[src/rtl/global.vh]
// global.vh
// Project-wide pixel and memory word sizes shared by the frame capture path.
//   PIXEL_SIZE : pixel MSB index (pixel width is PIXEL_SIZE+1 bits)
//   WORD_SIZE  : frame-buffer word width in bits (must be >= PIXEL_SIZE+1)
`ifndef GLOBAL_VH
`define GLOBAL_VH

`define PIXEL_SIZE 7
`define WORD_SIZE  16

`endif

[src/rtl/frame_pkg.sv]
// frame_pkg
// Shared types and helpers for the frame capture block.
//   PIXEL_W / WORD_W : pixel and memory word widths derived from global.vh
//   state_t          : capture FSM state encoding
//   clog2()          : ceil(log2(value)), never less than 1 so it can size ports
`include "global.vh"

package frame_pkg;

  localparam int PIXEL_W = `PIXEL_SIZE + 1;
  localparam int WORD_W  = `WORD_SIZE;

  typedef enum logic [1:0] {
    IDLE    = 2'd0,
    CAPTURE = 2'd1,
    DRAIN   = 2'd2,
    DONE    = 2'd3
  } state_t;

  function automatic int clog2(input int value);
    int result;
    int span;
    result = 0;
    span   = 1;
    while (span < value) begin
      span   = span * 2;
      result = result + 1;
    end
    if (result < 1) result = 1;
    return result;
  endfunction

endpackage

[src/rtl/sync_fifo.sv]
// sync_fifo
// Single-clock FIFO with a registered head. The head word (dout) and its
// valid flag are registers loaded from the post-update pointers, so a word
// pushed into an empty FIFO is presented on the very next cycle.
//   clk, reset  : clock, asynchronous active-low reset
//   push, din   : write side (push ignored when full unless a pop also happens)
//   pop         : consume the head word (ignored when empty)
//   dout, valid : registered head word and its valid flag
//   full, empty : occupancy flags
module sync_fifo
  import frame_pkg::*;
#(
  parameter int DATA_W = 8,
  parameter int DEPTH  = 4   // power of two, at least 2
) (
  input  logic              clk,
  input  logic              reset,
  input  logic              push,
  input  logic [DATA_W-1:0] din,
  input  logic              pop,
  output logic [DATA_W-1:0] dout,
  output logic              valid,
  output logic              full,
  output logic              empty
);

  localparam int PTR_W = clog2(DEPTH);
  localparam int CNT_W = clog2(DEPTH + 1);

  logic [DATA_W-1:0] mem [DEPTH];
  logic [PTR_W-1:0]  wr_ptr;
  logic [PTR_W-1:0]  rd_ptr;
  logic [PTR_W-1:0]  rd_ptr_nxt;
  logic [CNT_W-1:0]  count;
  logic [CNT_W-1:0]  count_nxt;
  logic              do_push;
  logic              do_pop;
  logic              head_from_din;

  assign full    = (count == CNT_W'(DEPTH));
  assign empty   = (count == '0);
  assign do_pop  = pop && !empty;
  // A push on a full FIFO is fine as long as the head leaves in the same cycle.
  assign do_push = push && (!full || do_pop);

  always_comb begin
    rd_ptr_nxt = do_pop ? rd_ptr + 1'b1 : rd_ptr;
    count_nxt  = count;
    case ({do_push, do_pop})
      2'b10:   count_nxt = count + 1'b1;
      2'b01:   count_nxt = count - 1'b1;
      default: count_nxt = count;
    endcase
  end

  // The incoming word becomes the head when nothing older remains after the pop;
  // the array copy is not written until this edge, so forward it directly.
  assign head_from_din = do_push && (count_nxt == CNT_W'(1));

  always_ff @(posedge clk) begin
    if (do_push) mem[wr_ptr] <= din;
  end

  always_ff @(posedge clk or negedge reset) begin
    if (!reset) begin
      wr_ptr <= '0;
      rd_ptr <= '0;
      count  <= '0;
      valid  <= 1'b0;
      dout   <= '0;
    end else begin
      if (do_push) wr_ptr <= wr_ptr + 1'b1;
      rd_ptr <= rd_ptr_nxt;
      count  <= count_nxt;
      valid  <= (count_nxt != '0);
      if (head_from_din) begin
        dout <= din;
      end else if (count_nxt != '0) begin
        dout <= mem[rd_ptr_nxt];
      end
    end
  end

endmodule

[src/rtl/frame_capture.sv]
// frame_capture
// Captures one WIDTH x HEIGHT frame of pixels from a valid/ready stream and
// writes it row-major into a frame buffer through a small FIFO, so memory
// back-pressure (mem_ready low) stalls the upstream instead of losing pixels.
//   clk, reset           : clock, asynchronous active-low reset
//   start                : arms capture of one frame (honoured only in IDLE)
//   en, data, ready      : upstream pixel stream; accept when en && ready
//   mem_we, mem_addr,
//   mem_wdata, mem_ready : frame-buffer write port; write completes on
//                          mem_we && mem_ready
//   x, y                 : position of the next pixel to accept
//   busy, done           : busy during CAPTURE/DRAIN, done pulses for one cycle
//
// state   | meaning
// IDLE    | waiting for start; nothing accepted, nothing written
// CAPTURE | accepting pixels while the FIFO drains to memory
// DRAIN   | whole frame accepted; finishing buffered writes
// DONE    | one-cycle done pulse, then back to IDLE
module frame_capture
  import frame_pkg::*;
#(
  parameter int WIDTH      = 16,
  parameter int HEIGHT     = 16,
  parameter int FIFO_DEPTH = 4
) (
  input  logic                             clk,
  input  logic                             reset,
  input  logic                             start,
  input  logic                             en,
  input  logic [PIXEL_W-1:0]               data,
  output logic                             ready,
  output logic                             mem_we,
  output logic [clog2(WIDTH*HEIGHT)-1:0]   mem_addr,
  output logic [WORD_W-1:0]                mem_wdata,
  input  logic                             mem_ready,
  output logic [clog2(WIDTH)-1:0]          x,
  output logic [clog2(HEIGHT)-1:0]         y,
  output logic                             busy,
  output logic                             done
);

  localparam int TOTAL  = WIDTH * HEIGHT;
  localparam int ADDR_W = clog2(TOTAL);
  localparam int X_W    = clog2(WIDTH);
  localparam int Y_W    = clog2(HEIGHT);

  state_t             state;
  state_t             state_nxt;
  logic [ADDR_W-1:0]  accept_cnt;
  logic               accept;
  logic               last_accept;
  logic               write_done;
  logic               fifo_full;
  logic               fifo_empty;
  logic               fifo_valid;
  logic [PIXEL_W-1:0] fifo_dout;

  assign accept      = en && ready;
  assign last_accept = accept && (accept_cnt == ADDR_W'(TOTAL - 1));
  assign write_done  = mem_we && mem_ready;

  sync_fifo #(
    .DATA_W (PIXEL_W),
    .DEPTH  (FIFO_DEPTH)
  ) u_fifo (
    .clk   (clk),
    .reset (reset),
    .push  (accept),
    .din   (data),
    .pop   (write_done),
    .dout  (fifo_dout),
    .valid (fifo_valid),
    .full  (fifo_full),
    .empty (fifo_empty)
  );

  // The FIFO head register is the write port: it only moves on a completed
  // write, so address and data hold while mem_ready is low.
  assign mem_we    = fifo_valid;
  assign mem_wdata = WORD_W'(fifo_dout);

  always_ff @(posedge clk or negedge reset) begin
    if (!reset) begin
      state <= IDLE;
    end else begin
      state <= state_nxt;
    end
  end

  always_comb begin
    state_nxt = state;
    case (state)
      IDLE:    if (start) state_nxt = CAPTURE;
      CAPTURE: if (last_accept) state_nxt = DRAIN;
      DRAIN:   if (fifo_empty && !mem_we) state_nxt = DONE;
      DONE:    state_nxt = IDLE;
      default: state_nxt = IDLE;
    endcase
  end

  always_comb begin
    ready = 1'b0;
    busy  = 1'b0;
    done  = 1'b0;
    case (state)
      CAPTURE: begin
        ready = !fifo_full;
        busy  = 1'b1;
      end
      DRAIN:   busy = 1'b1;
      DONE:    done = 1'b1;
      default: begin
        ready = 1'b0;
        busy  = 1'b0;
        done  = 1'b0;
      end
    endcase
  end

  always_ff @(posedge clk or negedge reset) begin
    if (!reset) begin
      x          <= '0;
      y          <= '0;
      accept_cnt <= '0;
      mem_addr   <= '0;
    end else if (state == IDLE && start) begin
      x          <= '0;
      y          <= '0;
      accept_cnt <= '0;
      mem_addr   <= '0;
    end else begin
      if (accept) begin
        accept_cnt <= accept_cnt + 1'b1;
        if (x == X_W'(WIDTH - 1)) begin
          x <= '0;
          y <= (y == Y_W'(HEIGHT - 1)) ? '0 : y + 1'b1;
        end else begin
          x <= x + 1'b1;
        end
      end
      // Saturate on the last word so the address never wraps inside a frame.
      if (write_done && mem_addr != ADDR_W'(TOTAL - 1)) begin
        mem_addr <= mem_addr + 1'b1;
      end
    end
  end

endmodule

[config.mk]
export PLATFORM = sky130hd
export DESIGN_NAME = frame_capture
export DESIGN_NICKNAME = d
export VERILOG_FILES = /design/src/rtl/frame_pkg.sv /design/src/rtl/sync_fifo.sv /design/src/rtl/frame_capture.sv
export VERILOG_INCLUDE_DIRS = /design/src /design/src/rtl
export SDC_FILE = /design/constraint.sdc
export NUM_CORES = 1
export LEC_CHECK = 0
export CORE_MARGIN = 5
export CORE_UTILIZATION = 30
export DETAILED_ROUTE_END_ITERATION = 10
export PLACE_DENSITY = 0.54
export SYNTH_ARGS = -nofsm -noshare
export SYNTH_HDL_FRONTEND = slang
export SYNTH_HIERARCHICAL = 1
export SYNTH_SLANG_ARGS = --single-unit
[constraint.sdc]
create_clock -name clk -period 4.4 [get_ports clk]
set_clock_uncertainty 0.1 [all_clocks]
set_input_delay 0.44 -clock clk [delete_from_list [all_inputs] [get_ports clk]]
set_output_delay 0.44 -clock clk [all_outputs]
set_load 0.02 [all_outputs]
Word level (Yosys, flattened, before mapping)
Memories as Yosys holds them, arrays and structs flattened.
Index checks and enable logic that the tools add are counted.
{"block": "totals", "in_bits": 13, "word_cells": 80, "ff_bits": 42, "mem_bits_rw": 32, "output_inout_bits": 36, "memories": 1}
{"memory": "u_fifo.mem", "depth": 4, "width": 8, "rd": 1, "rd_clocked_by_memory_dff": 0, "wr": 1, "line_no": "sync_fifo.sv:30", "source": "logic [DATA_W-1:0] mem [DEPTH];"}
{"block": "op_classes", "reduce_logical": 23, "n_addsub": 8, "n_mux": 24, "n_eq_ne": 14}
{"cell": "two-way mux 8 bit", "n": 6}
{"cell": "two-way mux 4 bit", "n": 7}
{"cell": "adder 8 x 1 -> 8 bit, second input constant", "n": 2}
{"cell": "logical AND 1 bit", "n": 9}
{"cell": "adder 4 x 1 -> 4 bit, second input constant", "n": 2}
{"cell": "== test 4 bit, second input constant", "n": 2}
{"cell": "== test 8 bit, second input constant", "n": 1}
{"cell": "two-way mux 2 bit", "n": 4}
{"cell": "!= test 8 bit, second input constant", "n": 1}
{"cell": "case mux 2 bit (4 select lines)", "n": 1}
{"cell": "nonzero test 2 bit", "n": 4}
{"cell": "== test 2 bit, second input constant", "n": 3}
{"cell": "!= test 2 bit, second input constant", "n": 3}
{"cell": "case mux 3 bit (2 select lines)", "n": 1}
{"cell": "two-way mux 1 bit", "n": 5}
{"cell": "adder 2 x 1 -> 2 bit, second input constant", "n": 2}
{"cell": "== test 2 x 1 -> 1 bit, second input constant", "n": 2}
{"cell": "adder 3 x 1 -> 3 bit, second input constant", "n": 1}
{"cell": "== test 3 x 1 -> 1 bit, second input constant", "n": 1}
{"cell": "== test 3 bit, second input constant", "n": 1}
{"cell": "zero test 1 bit", "n": 3}
{"cell": "zero test 3 bit", "n": 1}
{"cell": "AND reduction 3 bit", "n": 1}
{"cell": "nonzero test 3 bit", "n": 1}
{"cell": "5 further kinds", "n": 5}

Logic depth before layout (Yosys ltp)
{"block": "depth", "word_depth": 10, "mapped_depth": 16, "mapped_depth_nobuf": 13}

By module
The synthesis kept the hierarchy.
{"mod": "sync_fifo", "cells_each": 221, "area_each_um2": 2626.3, "seq_area_each_um2": 1361.3, "n_inst": 1}
{"mod": "frame_capture", "cells_each": 150, "area_each_um2": 1482.7, "seq_area_each_um2": 650.6, "n_inst": 1}

Worst setup path after synthesis
No wires, ideal clock.
{"block": "synth_timing", "path_kind": "reg2reg", "from": "reg u_fifo.count[1]", "to": "reg u_fifo.dout[5]", "stages_incl_launch_ff": 17, "arrival_ns": 3.294, "setup_slack_ns": 0.880, "required_time_ns": 4.174, "setup_ns": 0.126, "path_buffers": 4, "synth_period_minus_slack_ns": 3.520, "path_cell_list": "dfrtp_1 -> or2_1 -> clkbuf_1 -> nor2_1 -> nand3b_4 -> inv_2 -> buf_6 -> buf_2 -> nor2b_1 -> o21ai_0 -> fa_1 -> and3b_1 -> o32a_1 -> o21a_1 -> clkbuf_1 -> and4_1 -> a221o_1"}
{"block": "synth_via", "elab_chain_cells": 10, "word_cells_on_any_way": 22, "classes_between": "2 x add/sub; 4 x eq/ne; 5 x mux; 10 x reduce/logical; 1 x memory"}
{"element": "start, declared", "line_no": "sync_fifo.sv:34", "source": "logic [CNT_W-1:0] count;"}
{"element": "start signal, assigned", "line_no": "sync_fifo.sv:74", "source": "count <= count_nxt;"}
{"element": "== test 3 bit *", "line_no": "sync_fifo.sv:40", "source": "assign full = (count == CNT_W'(DEPTH));"}
{"element": "named net fifo_full", "line_no": "frame_capture.sv:53", "source": "logic fifo_full;"}
{"element": "zero test 1 bit *", "line_no": "frame_capture.sv:107", "source": "ready = !fifo_full;"}
{"element": "two-way mux 1 bit *", "line_no": "frame_capture.sv:105", "source": "case (state)"}
{"element": "logical AND 1 bit *", "line_no": "frame_capture.sv:58", "source": "assign accept = en && ready;"}
{"element": "named net accept", "line_no": "frame_capture.sv:50", "source": "logic accept;"}
{"element": "logical AND 1 bit *", "line_no": "sync_fifo.sv:44", "source": "assign do_push = push && (!full || do_pop);"}
{"element": "== test 2 x 1 -> 1 bit / == test 2 bit (equally long branches)", "line_no": "sync_fifo.sv:49", "source": "case ({do_push, do_pop})"}
{"element": "case mux 3 bit (2 select lines)", "line_no": "sync_fifo.sv:49"}
{"element": "== test 3 x 1 -> 1 bit", "line_no": "sync_fifo.sv:58", "source": "assign head_from_din = do_push && (count_nxt == CNT_W'(1));"}
{"element": "logical AND 1 bit", "line_no": "sync_fifo.sv:58"}
{"element": "two-way mux 8 bit / nonzero test 2 bit (equally long branches)"}
{"element": "end signal, assigned", "line_no": "sync_fifo.sv:77", "source": "dout <= din;"}
{"element": "end signal, assigned", "line_no": "sync_fifo.sv:79", "source": "dout <= mem[rd_ptr_nxt];"}
{"element": "end, declared", "line_no": "sync_fifo.sv:21", "source": "output logic [DATA_W-1:0] dout,"}
Mark *: on every way through the listed nets, which the timed path passes. The rest lies on a longest branch. The select of a mux whose other input is x is not followed.
A chain may end at the register's enable or synchronous reset.

Worst setup path after layout
{"block": "layout_timing", "from": "reg u_fifo.count[1]", "to": "reg u_fifo.dout[2]"}
{"block": "layout_via", "elab_chain_cells": 10, "word_cells_on_any_way": 22, "classes_between": "2 x add/sub; 4 x eq/ne; 5 x mux; 10 x reduce/logical; 1 x memory"}
{"element": "== test 3 bit *", "line_no": "sync_fifo.sv:40"}
{"element": "named net fifo_full", "line_no": "frame_capture.sv:53"}
{"element": "zero test 1 bit *", "line_no": "sync_fifo.sv:44, frame_capture.sv:107"}
{"element": "two-way mux 1 bit", "line_no": "frame_capture.sv:105"}
{"element": "logical AND 1 bit", "line_no": "frame_capture.sv:58"}
{"element": "logical AND 1 bit *", "line_no": "sync_fifo.sv:44"}
{"element": "== test 2 x 1 -> 1 bit / == test 2 bit (equally long branches)", "line_no": "sync_fifo.sv:49"}
{"element": "case mux 3 bit (2 select lines) *", "line_no": "sync_fifo.sv:49"}
{"element": "named net u_fifo.count_nxt[2]", "line_no": "sync_fifo.sv:35", "source": "logic [CNT_W-1:0] count_nxt;"}
{"element": "== test 3 x 1 -> 1 bit", "line_no": "sync_fifo.sv:58"}
{"element": "logical AND 1 bit", "line_no": "sync_fifo.sv:58"}
{"element": "two-way mux 8 bit / nonzero test 2 bit (equally long branches)"}
Marks and branches as above.

==> run_results.csv <==
group,metric,value,unit
yosys,synth_edf_count,32,
sta,drv_slew,0,
power,p_sw,0.001419,W
die,rows,42,
power,ir_worst_vdd,0.2752,mV
yosys,yosys.area.top_type_share,25.58,%
sta,min_period_over_period,89.02,%
power,power.internal,0.002048,W
power,clockPowerShare,18.9,%
sta,rsz0062_at_grt,"false",
yosys,synthArstFlopShare,56.76,%
die,die_height,127.0,um
cells_and_area,final_common_cell,"dfrtp_1",
global_routing,track_usage,11.49,%
global_routing,antenna_found_initial,0,
power,sw_frac_of_total,40.93,%
sta,finalCriticalPeriod,3.917,ns
sta,fmax,0.2553,GHz
yosys,yosysTopAreaCell,"dfrtp_1",
power,power_frac_comb,46.7,%
place,gp_congestion,0.7853,
power,seqPwrFrac,34.4,%
global_routing,grt_max_degree,51,
drt,drtAntennaViolNets,0,
yosys,synth_area_leaders,"dfrtp_1 26%, edfxtp_1 23%, mux2i_1 6.8%, ha_1 3.7%, nor2_1 2.8%",
die,die_area,16140,sq um
sta,tns,0,ns
critical_path,startpoint_type,"flop",
drt,post-route-drc-count,0,
sta,worst_slew_pin_slew,1.067,ns
cells_and_area,drive_gt1_share,9.383,%
yosys,syn_area,4109,sq um
clocking,numCtsBuffers,9,
die,start_util,30.78,%
hold_path,min_path_type,"input pin to async pin",
outcome,status,"finished clean",
place,port_buffers,40,
sta,final-setup-viol-count,0,
sta,slew_headroom,28.86,%
sta,final_hold_viol_count,0,
place,place_hpwl,6189,um
power,p_leak,1.972,nW
yosys,syn_inst,371,
critical_path,critPathRequiredTime,4.56,ns
drt,viasPerCell,4.935,
clocking,cts.sinks,74,
critical_path,critPathMaxStageDelay,0.45,ns
clocking,cts_setup_buffers,0,
yosys,yosysWarnings,6,
global_routing,grt_pass1_wl,14840,um
clocking,cts_tree,"done",
cells_and_area,final_nets,426,
cells_and_area,final_cell_mix,"42 x dfrtp_1, 39 x clkdlybuf4s50_1, 32 x edfxtp_1",
power,power_density,712.3,nW/um^2
sta,post-route-worst-setup-slack,0.4832,ns
cells_and_area,fin_util,36.47,%
global_routing,first_global_vias,2894,
clocking,root_buffer,"clkbuf_16",
cells_and_area,n_antenna_cell,0,
drt,vias,2867,
clocking,clk_latency,0.33,ns
cells_and_area,syn2layout_area_growth,18.48,%
critical_path,path_class,"flop to flop",
yosys,yosysUniqueCellTypes,57,
clocking,htree_levels,3,
clocking,cts_resized,0,
yosys,avgSynthCellArea,11.08,sq um
die,die_width,127.0,um
global_routing,globalRouteOverflowTotal,0,
drt,drt-initial-drc-count,193,
die,core,13350,sq um
yosys,ys_seq_area_share,48.96,%
drt,drt-total-wl,9062,um
yosys,synth_ff_type,"dfrtp_1",
critical_path,slowest_stage,"dfrtp_1",
clocking,cts_hold_buf,0,
critical_path,path_cells,"or2_1 -> nor2_1 -> nand3b_4 -> inv_2 -> nor2b_1 -> o21ai_0 -> fa_1 -> nor3b_1 -> o32a_1 -> o21a_1 -> inv_1 -> nor3_4 -> a221o_1",
drt,wire_per_inst,15.60,um
yosys,synth.ff_latch_count,74,
critical_path,crit_path_end_kind,"flop",
clocking,clockBufferDepth,2,
job,maxCapViolCount,0,
clocking,path_clk_slew,0.06,ns
die,pin_count,49,
critical_path,path_max_fanout,22,
place,pre_cts_slack,0.5767,ns
drt,firstDrtPassIters,4,
critical_path,cp.arrival,4.08,ns
==> cells in the mapped netlist, drive strengths merged, types with 2 or more instances <==
cell type and number:
a2111oi 2, a21oi 4, a221o 8, a31oi 11, and2 10, and3 9, and4 9, buf 20
clkbuf 11, dfrtp 42, edfxtp 32, ha 12, inv 15, mux2i 28, nand2 12, nand2b 3
nand3 11, nand4 5, nor2 31, nor2b 9, nor3 12, nor3b 10, o2111ai 8, o211ai 3
o21ai 6, or2 2, or3b 8, xnor2 9, xor2 10
==> state kept, by name, summed over array words and instances, names as in the netlist <==
signal / count
u_fifo/valid: 1
y: 4
u_fifo/wr_ptr: 2
u_fifo/rd_ptr: 2
state: 2
u_fifo/mem: 32
u_fifo/count: 3
accept_cnt: 8
x: 4
u_fifo/dout: 8
mem_addr: 8
==> worst max-delay path: cells and delay by family (launching register included) <==
family | cells | cell delay, ns
simple gates | 6 | 1.51
compound gates | 4 | 1.02
fa+ha+maj | 1 | 0.43
flops | 1 | 0.45
buf+inv | 2 | 0.34
==> power groups by stage <==
stage / sequential, W / combinational [W] / clock, W
final: 0.00119 / 0.00162 / 0.000656
after global routing: 0.00123 / 0.00179 / 0.000702
after CTS: 0.00120 / 0.00163 / 0.000671
after detailed placement: 0.00120 / 0.00162 / 0
after global placement: 0.00120 / 0.00157 / 0
after floorplan: 0.00122 / 0.00112 / 0
==> cell type report <==
class	count	area, sq um
Sequential cell	74	2012
Tap cell	176	220.2
Clock inverter	5	31.28
Fill cell	1343	8479
Multi-Input combinational cell	257	1902
Timing Repair Buffer	42	410.4
Clock buffer	11	232.7
Inverter	16	60.06
==> final timing paths <==
check | startpoint | depth (start not counted) | slack (ns) | endpoint
setup / recovery | u_fifo/count[1]$_DFF_PN0_ | 13 | 0.48 | u_fifo/dout[2]$_DFFE_PN0P_
hold / removal | reset | 1 | 0.17 | mem_addr[4]$_DFFE_PN0P_
setup reg to reg | u_fifo/count[1]$_DFF_PN0_ | 13 | 0.48 | u_fifo/dout[2]$_DFFE_PN0P_
hold reg to reg | accept_cnt[7]$_DFFE_PN0P_ | 2 | 0.45 | accept_cnt[7]$_DFFE_PN0P_
max in group asynchronous | reset | 1 | 3.40 | u_fifo/dout[5]$_DFFE_PN0P_
min in group clk | accept_cnt[7]$_DFFE_PN0P_ | 2 | 0.45 | accept_cnt[7]$_DFFE_PN0P_
==> metal layers <==
metal	GRT usage [%]	routed length, um
met1	15.19	4400
met2	18.56	4157
met3	2.629	356
met4	4.101	147
met5	0	0
==> logic make-up after synthesis <==
| family | after synthesis | share of synthesized area, % |
|---|---|---|
| AO/OA/AOI/OAI | 53 | 10.38 |
| XOR/XNOR | 19 | 4.050 |
| adder cells (fa/ha/maj) | 13 | 4.141 |
| buffers and inverters | 47 | 5.603 |
| flip-flops | 74 | 48.96 |
| multiplexers | 29 | 7.186 |
| other | 1 | 0.09126 |
| AND/OR/NAND/NOR | 135 | 19.58 |
==> metrics by stage <==
stage          cell area (sq um)  hold WS (ns)  cells  power, W
2_1_floorplan               4135       0.04441    378  0.002336
4_1_cts                     4868        0.2229    581  0.003500
6_report                    4868        0.1691    581  0.003468
5_1_grt                     4868        0.2884    581  0.003725
3_3_place_gp                4604        0.4309    565  0.002774
3_5_place_dp                4604        0.4373    565  0.002826
(Power assumes the default switching activity.)
